**src/rtl/apb_pkg.sv**
```systemverilog
// Shared APB types: request/response payloads, bus widths and the master bridge FSM states.
package apb_pkg;

  localparam int APB_ADDR_W = 32;
  localparam int APB_DATA_W = 32;
  localparam int APB_STRB_W = APB_DATA_W / 8;
  localparam int APB_PROT_W = 3;

  localparam int unsigned APB_MASTER_TIMEOUT_DEFAULT = 16;

  typedef struct packed {
    logic [APB_ADDR_W-1:0] addr;
    logic [APB_DATA_W-1:0] wdata;
    logic                  write;
    logic [APB_STRB_W-1:0] strb;
    logic [APB_PROT_W-1:0] prot;
  } apb_req_t;

  typedef struct packed {
    logic [APB_DATA_W-1:0] rdata;
    logic                  slverr;
  } apb_resp_t;

  typedef enum logic [1:0] {
    IDLE,
    SETUP,
    ACCESS,
    RESP
  } apb_master_state_e;

endpackage

```
**src/rtl/apb_master_bridge.sv**
```systemverilog
// Request channel to APB3/4 master, one transfer outstanding; APB_MASTER_TIMEOUT_EN adds an ACCESS wait limit.
// Latency: accept at cycle 0, SETUP 1, ACCESS 2, resp_valid 3 with no wait states (4 cycles per transfer minimum).
// Backpressure: resp_ready low parks the FSM in RESP with the APB bus idle and no new request accepted.
module apb_master_bridge
  import apb_pkg::*;
#(
  parameter int unsigned TIMEOUT_CYCLES = APB_MASTER_TIMEOUT_DEFAULT
) (
  input  logic                  clk_i,
  input  logic                  rst_ni,
  input  logic                  req_valid_i,
  output logic                  req_ready_o,
  input  apb_req_t              req_i,
  output logic                  resp_valid_o,
  input  logic                  resp_ready_i,
  output apb_resp_t             resp_o,
  output logic [APB_ADDR_W-1:0] paddr_o,
  output logic                  psel_o,
  output logic                  penable_o,
  output logic                  pwrite_o,
  output logic [APB_DATA_W-1:0] pwdata_o,
  output logic [APB_STRB_W-1:0] pstrb_o,
  output logic [APB_PROT_W-1:0] pprot_o,
  input  logic [APB_DATA_W-1:0] prdata_i,
  input  logic                  pready_i,
  input  logic                  pslverr_i
);

  if (TIMEOUT_CYCLES == 0) begin : g_bad_timeout
    $error("apb_master_bridge: TIMEOUT_CYCLES must be at least 1");
  end

  apb_master_state_e state_q, state_d;
  apb_req_t          req_q;
  apb_resp_t         resp_q, resp_d;
  logic              ready_q;
  logic              accept;
  logic              timeout;

`ifdef APB_MASTER_TIMEOUT_EN
  localparam int CNT_W = $clog2(TIMEOUT_CYCLES + 1);
  logic [CNT_W-1:0] wait_cnt_q;

  always_ff @(posedge clk_i or negedge rst_ni) begin
    if (!rst_ni) begin
      wait_cnt_q <= '0;
    end else if (state_q == SETUP) begin
      wait_cnt_q <= '0;
    end else if (state_q == ACCESS && !pready_i) begin
      wait_cnt_q <= wait_cnt_q + 1'b1;
    end
  end

  assign timeout = (wait_cnt_q == CNT_W'(TIMEOUT_CYCLES - 1));
`else
  assign timeout = 1'b0;
`endif

  // Ready is a flop so it reads 0 through reset and only rises on the first edge after release.
  assign accept = req_valid_i && ready_q && (state_q == IDLE);

  always_comb begin
    state_d = state_q;
    resp_d  = resp_q;
    unique case (state_q)
      IDLE:   if (accept) state_d = SETUP;
      SETUP:  state_d = ACCESS;
      ACCESS: begin
        if (pready_i) begin
          resp_d.rdata  = req_q.write ? '0 : prdata_i;
          resp_d.slverr = pslverr_i;
          state_d       = RESP;
        end else if (timeout) begin
          resp_d.rdata  = '0;
          resp_d.slverr = 1'b1;
          state_d       = RESP;
        end
      end
      RESP:    if (resp_ready_i) state_d = IDLE;
      default: state_d = IDLE;
    endcase
  end

  always_ff @(posedge clk_i or negedge rst_ni) begin
    if (!rst_ni) begin
      state_q <= IDLE;
      ready_q <= 1'b0;
      req_q   <= '0;
      resp_q  <= '0;
    end else begin
      state_q <= state_d;
      ready_q <= (state_d == IDLE);
      resp_q  <= resp_d;
      if (accept) req_q <= req_i;
    end
  end

  assign req_ready_o  = ready_q;
  assign resp_valid_o = (state_q == RESP);
  assign resp_o       = resp_q;
  assign psel_o       = (state_q == SETUP) || (state_q == ACCESS);
  assign penable_o    = (state_q == ACCESS);
  assign paddr_o      = req_q.addr;
  assign pwrite_o     = req_q.write;
  assign pwdata_o     = req_q.wdata;
  assign pstrb_o      = req_q.strb;
  assign pprot_o      = req_q.prot;

endmodule

```
**config.mk**
```make
export PLATFORM = sky130hd
export DESIGN_NAME = apb_master_bridge
export DESIGN_NICKNAME = d
export VERILOG_FILES = /design/src/rtl/apb_pkg.sv /design/src/rtl/apb_master_bridge.sv
export SDC_FILE = /design/constraint.sdc
export NUM_CORES = 1
export LEC_CHECK = 0
export CORE_ASPECT_RATIO = 2
export CORE_MARGIN = 4
export CORE_UTILIZATION = 43
export DETAILED_ROUTE_END_ITERATION = 8
export GPL_TIMING_DRIVEN = 0
export MAX_ROUTING_LAYER = met4
export PLACE_DENSITY_LB_ADDON = 0.15
export RECOVER_POWER = 50
export SLEW_MARGIN = 10
export SYNTH_ARGS = -nofsm -noshare
export SYNTH_HDL_FRONTEND = slang
export SYNTH_SLANG_ARGS = --single-unit
export TNS_END_PERCENT = 100
```
**constraint.sdc**
```tcl
create_clock -name clk_i -period 3.5 [get_ports clk_i]
set_input_delay 0.35 -clock clk_i [delete_from_list [all_inputs] [get_ports clk_i]]
set_output_delay 0.35 -clock clk_i [all_outputs]
set_load 0.005 [all_outputs]
```
-- Word level (Yosys, flattened, before mapping)
Index checks and enable logic that the tools add are counted.
- register bits: 108
- input port bits: 110
- equal/unequal tests: 3
- multiplexer cells: 5
- reduce and logical (&&, ||, !) cells: 6
- operators by type and width (operator ; number):
    2-to-1 mux 32 bit ; 1
    case mux 2 bit (4 select lines) ; 1
    2-to-1 mux 2 bit ; 3
    == test 2 bit, second input constant ; 2
    logical NOT 2 bit ; 2
    == test 2 x 1 -> 1 bit, second input constant ; 1
    logical AND 1 bit ; 2
    AND reduction 2 bit ; 1
    logical OR 1 bit ; 1

-- Depth between registers and ports, before layout
Gate-level depths: netlist (run 1).
- word-level depth: 5
- gate-level depth with buffers: 7
- gate-level depth less buffers: 5

-- Worst setup path before layout (run 1)
OpenSTA, ideal clock, no wires.
- kind: register -> register
- start point: reg state_q[0]
- end point: reg ready_q (netlist: req_ready_o)
- setup time: 120 ps
- arrival: 1425 ps
- required time: 3380 ps
- slack: 1955 ps
- stages on the path, launching flop included: 7
- period minus slack after synthesis: 1545 ps
- cell sequence: dfrtp_1 > inv_1 > ha_1 > nand2_2 > buf_6 > mux2_2 > a31o_1
- RTL lines (element ; line ; RTL):
    start, declared ; apb_master_bridge.sv:33 ; apb_master_state_e state_q, state_d;
    start signal, assigned ; apb_master_bridge.sv:91 ; state_q <= state_d;
    == test 2 bit ; - ;
    net penable_o ; apb_master_bridge.sv:19 ; output logic penable_o,
    case mux 2 bit (4 select lines) ; apb_master_bridge.sv:65 ; unique case (state_q)
    logical NOT 2 bit ; apb_master_bridge.sv:92 ; ready_q <= (state_d == IDLE);
    end signal, assigned ; apb_master_bridge.sv:92 ;
    end, declared ; apb_master_bridge.sv:36 ; logic ready_q;
The timed path passes the listed nets, and every way through them passes these cells.
A chain may end at the register's enable or synchronous reset.

-- Worst setup path after layout (run 1)
- start point: reg state_q[0]
- end point: out penable_o
- cells in the longest elaborated chain, start to end: 1
- ends and longest elaborated chain (element ; line ; RTL):
    == test 2 bit ; apb_master_bridge.sv:102 ; assign penable_o = (state_q == ACCESS);
    end, declared ; apb_master_bridge.sv:19 ;
Every way passes these cells.

==> results.sh, run 1 <==
export IMPL_synth_async_reset_ratio_pct=100
export IMPL_slew_violations=0
export IMPL_dieArea_mm2=0.0117
export IMPL_grt_pass1_wl_um=17900
export IMPL_hold_path_class="reg -> reg"
export IMPL_vias=3211
export IMPL_synthDominantCellAreaShare_pct=63.5
export IMPL_maxCapViolations=0
export IMPL_synth_area_leaders="dfrtp_1 63%, mux2_2 20%, nand2b_1 4.7%"
export IMPL_rsz0062_at_grt="false"
export IMPL_synth_common_cells="108 x dfrtp_1, 74 x mux2_2, 32 x nand2_1, 32 x nand2b_1, 32 x o21ai_0"
export IMPL_fin_nets=656
export IMPL_cts_sinks=108
export IMPL_period_needed_ns=2.08
export IMPL_critPathCaptureType="output pin"
export IMPL_wl_per_cell_um=16.6
export IMPL_place_congestion=0.762
export IMPL_hold_violations=0
export IMPL_p_total_mw=5.69
export IMPL_first_iter_violations=77
export IMPL_firstDrtPassIters=4
export IMPL_p_leak_nw=2.97
export IMPL_ios=219
export IMPL_die_w_um=78.4
export IMPL_cts_root_buf="clkbuf_16"
export IMPL_dp_hpwl_um=8920
export IMPL_overflow=0
export IMPL_numCtsBuffers=9
export IMPL_fmax_mhz=481
export IMPL_power_density_mw_per_mm2=822
export IMPL_wl_um=11300
export IMPL_ys_seq_area_share_pct=63.5
export IMPL_tightest_slew_ns=1.22
export IMPL_synth_ff_type="dfrtp_1"
export IMPL_cts_tree="built"
export IMPL_drc_errors=0
export IMPL_cp_slowest_cell="clkdlybuf4s50_1"
export IMPL_synth_most_common_cell="dfrtp_1"
export IMPL_peakVddDrop_mv=0.410
export IMPL_io_buffers=218
export IMPL_layout_setup_ws_ns=1.42
export IMPL_path_max_fanout=6
export IMPL_num_rows=51
export IMPL_cts_buffer_depth=2
export IMPL_antenna_found_initial=0
export IMPL_first_global_vias=3529
export IMPL_core_mm2=0.00970
export IMPL_synth_top_area_cell="dfrtp_1"
export IMPL_status="completed"
export IMPL_hold_buffers=1
export IMPL_grt_max_degree=89
export IMPL_n_antenna_cell=0
export IMPL_dpl_worst_slack_ns=1.63
export IMPL_area_growth_pct=62.5
export IMPL_period_share_pct=59.4
export IMPL_stdcell_area_mm2=0.00692
export IMPL_tns_ns=0
export IMPL_slew_headroom_pct=18.5
export IMPL_synth_cell_types=18
export IMPL_clkTransAtPathRegs_ns=0.07
export IMPL_clock_latency_ns=0.35
export IMPL_syn_area_mm2=0.00426
export IMPL_critPathKind="reg -> out"
export IMPL_placed_cell_area_mm2=0.00663
export IMPL_cp_data_required_time_ns=3.15
export IMPL_yosys_warnings=0
export IMPL_startpoint_type="flip-flop"
export IMPL_whs_ns=0.483
export IMPL_synth_area_per_cell_um2=13.7
export IMPL_arrival_ns=1.73
export IMPL_setup_viol=0
export IMPL_worstPathCellList="inv_1 > ha_1 > clkdlybuf4s50_1"
export IMPL_critPathMaxStageDelay_ns=0.54
export IMPL_ctsResizeCount=0
export IMPL_track_usage_pct=20.8
export IMPL_finalClockSkew_ns=0.0131
export IMPL_synth_edff_count=0
export IMPL_synth_seq_cells=108
export IMPL_die_y_um=149
export IMPL_htree_levels=3
export IMPL_synth_nets=425
export IMPL_drive_above_1_share_pct=18.8
export IMPL_synthCells=311
export IMPL_cts_setup_buffers=0
export IMPL_vias_per_cell=4.73
export IMPL_start_util_pct=43.9
export IMPL_drtAntennaViolNets=0
==> state kept, by name, indices dropped and copies added (netlist names) <==
register	count
resp_o	33
paddr_o	32
pwdata_o	32
pstrb_o	4
pprot_o	3
state_q	2
pwrite_o	1
req_ready_o	1
==> report_power, final <==
part	switching [mW]	total, mW	internal [mW]	leakage [nW]
registers	0.300	2.18	1.88	1.32
logic	0.882	2.54	1.66	1.51
clock network	0.460	0.968	0.507	0.135
total	1.64	5.69	4.04	2.97
==> cell usage in the layout (no fill, tap or decap), types with 2 or more instances in the layout <==
master / count
inv_6: 2
o21ai_0: 32
clkbuf_16: 9
mux2_2: 74
a21oi_1: 2
clkinvlp_4: 2
dfrtp_1: 108
clkdlybuf4s50_1: 164
buf_2: 5
dlygate4sd3_1: 54
inv_1: 2
clkbuf_1: 7
nand2b_1: 32
nand2_1: 33
ha_1: 4
buf_6: 7
==> layer usage <==
layer	wire [um]	up-vias	GRT usage [%]	part of all wire (%)
li1	-	1516	-	-
met1	3940	1535	21.4	35
met2	6260	135	36.8	56
met3	613	25	4.48	5.4
met4	468	0	10.3	4.1
met5	0	-	-	0
==> layout make-up <==
class	instances	area [um2]
sequential	108	2700
inverter	2	7.51
multi-input combinational	183	1420
timing repair buffer	220	2210
clock buffer	10	239
tap	132	165
clock inverter	6	46.3
buffer	18	126
fill	765	2780
==> worst max-delay path, delay by kind of cell, from the launching register on <==
kind / cells / cell delay, ns
DFF: 1 / 0.39
adders and majority gates: 1 / 0.30
buffers and inverters: 2 / 0.70
==> through the flow <==
step	std cells	utilization [%]
after global routing	679	71.3
after detailed placement	662	68.4
final	679	71.3
after CTS	679	71.4
after floorplan	311	-
after global placement	661	68.1
==> final timing paths <==
check / end / from / slack, ns / cells past startpoint
worst min-delay path: resp_o[23]$_DFFE_PN0P_ / resp_o[23]$_DFFE_PN0P_ / 0.48 / 2
min in group asynchronous: paddr_o[8]$_DFFE_PN0P_ / rst_ni / 0.78 / 2
worst max-delay path: penable_o / state_q[0]$_DFF_PN0_ / 1.42 / 3
max in group asynchronous: pstrb_o[2]$_DFFE_PN0P_ / rst_ni / 1.69 / 3
worst min register to register: resp_o[23]$_DFFE_PN0P_ / resp_o[23]$_DFFE_PN0P_ / 0.48 / 2
worst max register to register: req_ready_o$_DFF_PN0_ / state_q[0]$_DFF_PN0_ / 1.76 / 6
==> kinds of logic after synthesis <==
logic type                 Yosys count  share of synthesized area [%]
AOI/OAI and AO/OA                   36                           4.41
adders and majority gates            4                           1.18
buffers and inverters               20                           3.15
DFF                                108                           63.5
muxes                               74                           19.6
and+or+nand+nor                     69                           8.20
Power figures use the tool's default switching activity.
==> inputs of run 2 (changes only) <==
--- a/config.mk
+++ b/config.mk
@@ -7,7 +7,7 @@
 export LEC_CHECK = 0
 export CORE_ASPECT_RATIO = 2
 export CORE_MARGIN = 4
-export CORE_UTILIZATION = 43
+export CORE_UTILIZATION = 36
 export DETAILED_ROUTE_END_ITERATION = 8
 export GPL_TIMING_DRIVEN = 0
 export MAX_ROUTING_LAYER = met4
==> constraint.sdc (replaced) <==
create_clock -name clk_i -period 1.8 [get_ports clk_i]
set_input_delay 0.18 -clock clk_i [delete_from_list [all_inputs] [get_ports clk_i]]
set_output_delay 0.18 -clock clk_i [all_outputs]
set_load 0.005 [all_outputs]
==> run 2 against run 1 <==
  * Count of clock-buffer cells in the layout unchanged
  * Routed wire length up 1.9%
  * Sequential power up 94%
  * Final area up 0.45%
  * Utilization down 12 points
  * Largest power group unchanged
  * Sequential share of layout area down 0.16 points
  * Clock power up 97%
==> results.sh, run 2 (synthesized netlist as in run 1, its figures left out) <==
export IMPL_status="completed"
export IMPL_start_util_pct=36.6
export IMPL_clock_power_share_pct=17.1
export IMPL_slew_headroom_pct=45.0
export IMPL_finalClockSkew_ns=0.00677
export IMPL_highest_layer="met4"
export IMPL_ios=219
export IMPL_arrival_ns=1.56
export IMPL_antenna_found_initial=0
export IMPL_worstPathBufferInverterCount=2
export IMPL_cts_tree="built"
export IMPL_startpoint_type="flip-flop"
export IMPL_layout_setup_ws_ns=0.0647
export IMPL_io_buffers=218
export IMPL_p_int_mw=7.96
export IMPL_track_usage_pct=17.8
export IMPL_wl_met1_um=3870
export IMPL_power_frac_seq_pct=38.1
export IMPL_drc_errors=0
export IMPL_r2r_slack_ns=0.17
export IMPL_reg2reg_from="state_q[0]$_DFF_PN0_"
export IMPL_crit_family="buffers and inverters"
export IMPL_critPathKind="reg -> out"
export IMPL_fin_cells=691
export IMPL_dpl_worst_slack_ns=0.0573
export IMPL_setup_viol=0
export IMPL_critPathMaxStageDelay_ns=0.46
export IMPL_vias=3206
export IMPL_critPathCaptureType="output pin"
export IMPL_cts_sinks=108
export IMPL_clkTransAtPathRegs_ns=0.07
export IMPL_period_share_pct=96.4
export IMPL_n_antenna_cell=0
export IMPL_grt_pass1_wl_um=18400
export IMPL_dpl_cell_count=675
export IMPL_wl_met3_um=562
export IMPL_slew_violations=0
export IMPL_num_rows=56
export IMPL_peakVddDrop_mv=0.810
export IMPL_drtAntennaViolNets=0
export IMPL_clock_latency_ns=0.33
export IMPL_place_congestion=0.732
export IMPL_swShare_pct=28.4
export IMPL_rsz0062_at_grt="false"
export IMPL_grt_max_degree=89
export IMPL_p_leak_nw=2.96
export IMPL_area_growth_pct=63.3
export IMPL_wl_per_cell_um=16.7
export IMPL_worstPathCellList="buf_4 > ha_1 > clkdlybuf4s50_1"
export IMPL_cts_root_buf="clkbuf_16"
export IMPL_first_iter_violations=75
export IMPL_overflow=0
export IMPL_die_w_um=84.9
export IMPL_drive_above_1_share_pct=19.6
export IMPL_hold_violations=0
export IMPL_vias_per_cell=4.64
export IMPL_firstDrtPassIters=4
export IMPL_switchingPower_mw=3.16
export IMPL_dieArea_mm2=0.0137
export IMPL_htree_levels=3
export IMPL_r2r_end="pwdata_o[30]$_DFFE_PN0P_"
export IMPL_fmax_mhz=576
export IMPL_cp_data_required_time_ns=1.62
export IMPL_maxCapViolations=0
export IMPL_core_mm2=0.0116
export IMPL_utilization_pct=59.7
export IMPL_path_max_fanout=3
export IMPL_wl_um=11500
export IMPL_stdcell_area_mm2=0.00695
export IMPL_numCtsBuffers=9
export IMPL_final_cell_mix="163 x clkdlybuf4s50_1, 107 x dfrtp_1, 74 x mux2_2"
export IMPL_period_needed_ns=1.74
export IMPL_dp_hpwl_um=9020
export IMPL_cp_slowest_cell="clkdlybuf4s50_1"
export IMPL_fin_nets=657
export IMPL_cts_buffer_depth=2
export IMPL_placed_cell_area_mm2=0.00665
export IMPL_final_common_cell="clkdlybuf4s50_1"
export IMPL_pwr_share_comb_pct=44.7
export IMPL_first_global_vias=3451
export IMPL_power_density_mw_per_mm2=1600
export IMPL_hold_path_class="in -> async"
export IMPL_largest_reg_flops=33
export IMPL_startpoint="state_q[1]$_DFF_PN0_"
export IMPL_tightest_slew_ns=0.825
export IMPL_met2_length_um=6780
export IMPL_die_y_um=162
export IMPL_ff2ff_path_depth=6
==> run 2: cell count changes in the layout (fill, tap and decap cells not counted), sizes merged <==
cell	change
bufinv	+1
clkinv	-2
dlygate4sd2	+1
clkinvlp	+1
buf	+1
clkdlybuf4s50	-1
inv	-2
==> run 2: power by group through the flow <==
stage	registers [mW]	logic [mW]	clock network [mW]
floorplan	4.37	1.85	0
global placement	4.24	5.19	0
detailed placement	4.31	5.28	0
CTS	4.28	5.33	1.98
global route	4.42	5.41	2.07
finish	4.24	4.98	1.91
==> run 2: worst max path at each step <==
stage	endpoint	depth (start not counted)	slack, ns
2_1_floorplan	req_ready_o$_DFF_PN0_	6	0.26
3_3_place_gp	pwdata_o[13]$_DFFE_PN0P_	1	-3.59
3_5_place_dp	paddr_o[11]$_DFFE_PN0P_	6	0.06
4_1_cts	pwdata_o[30]$_DFFE_PN0P_	6	0.03
5_1_grt	resp_valid_o	3	0.003
6_report	resp_valid_o	3	0.06
==> run 2: layer usage <==
layer  vias to the layer above  track usage, %
met5                         -               -
met4                         0            6.12
met3                        16            3.86
met2                       114            33.5
met1                      1567            17.6
li1                       1509               -
==> run 2: repair_timing <==
action | in CTS | in global routing
hold endpoints to repair | 20 | 0
setup endpoints to repair | 2 | 62
gates resized for setup | 5 | 3
hold buffers | 1 | 0
buffers inserted | 1 | 0
==> run 2: metrics by stage <==
stage	total power [mW]	hold WS, ns	setup TNS (ns)
4_1_cts	11.6	0.235	0
3_3_place_gp	9.44	0.461	-386.85
3_5_place_dp	9.59	0.0429	0
5_1_grt	11.9	0.269	0
2_1_floorplan	6.22	-0.116	0
6_report	11.1	0.235	0
==> run 2: final cells by class <==
cell class,instances,area [um2]
inverter,2,10.0
clock buffer,10,229
sequential,108,2700
buffer,18,129
multi-input combinational,183,1430
timing repair buffer,221,2210
fill,1023,4680
clock inverter,4,52.6
tap,145,181
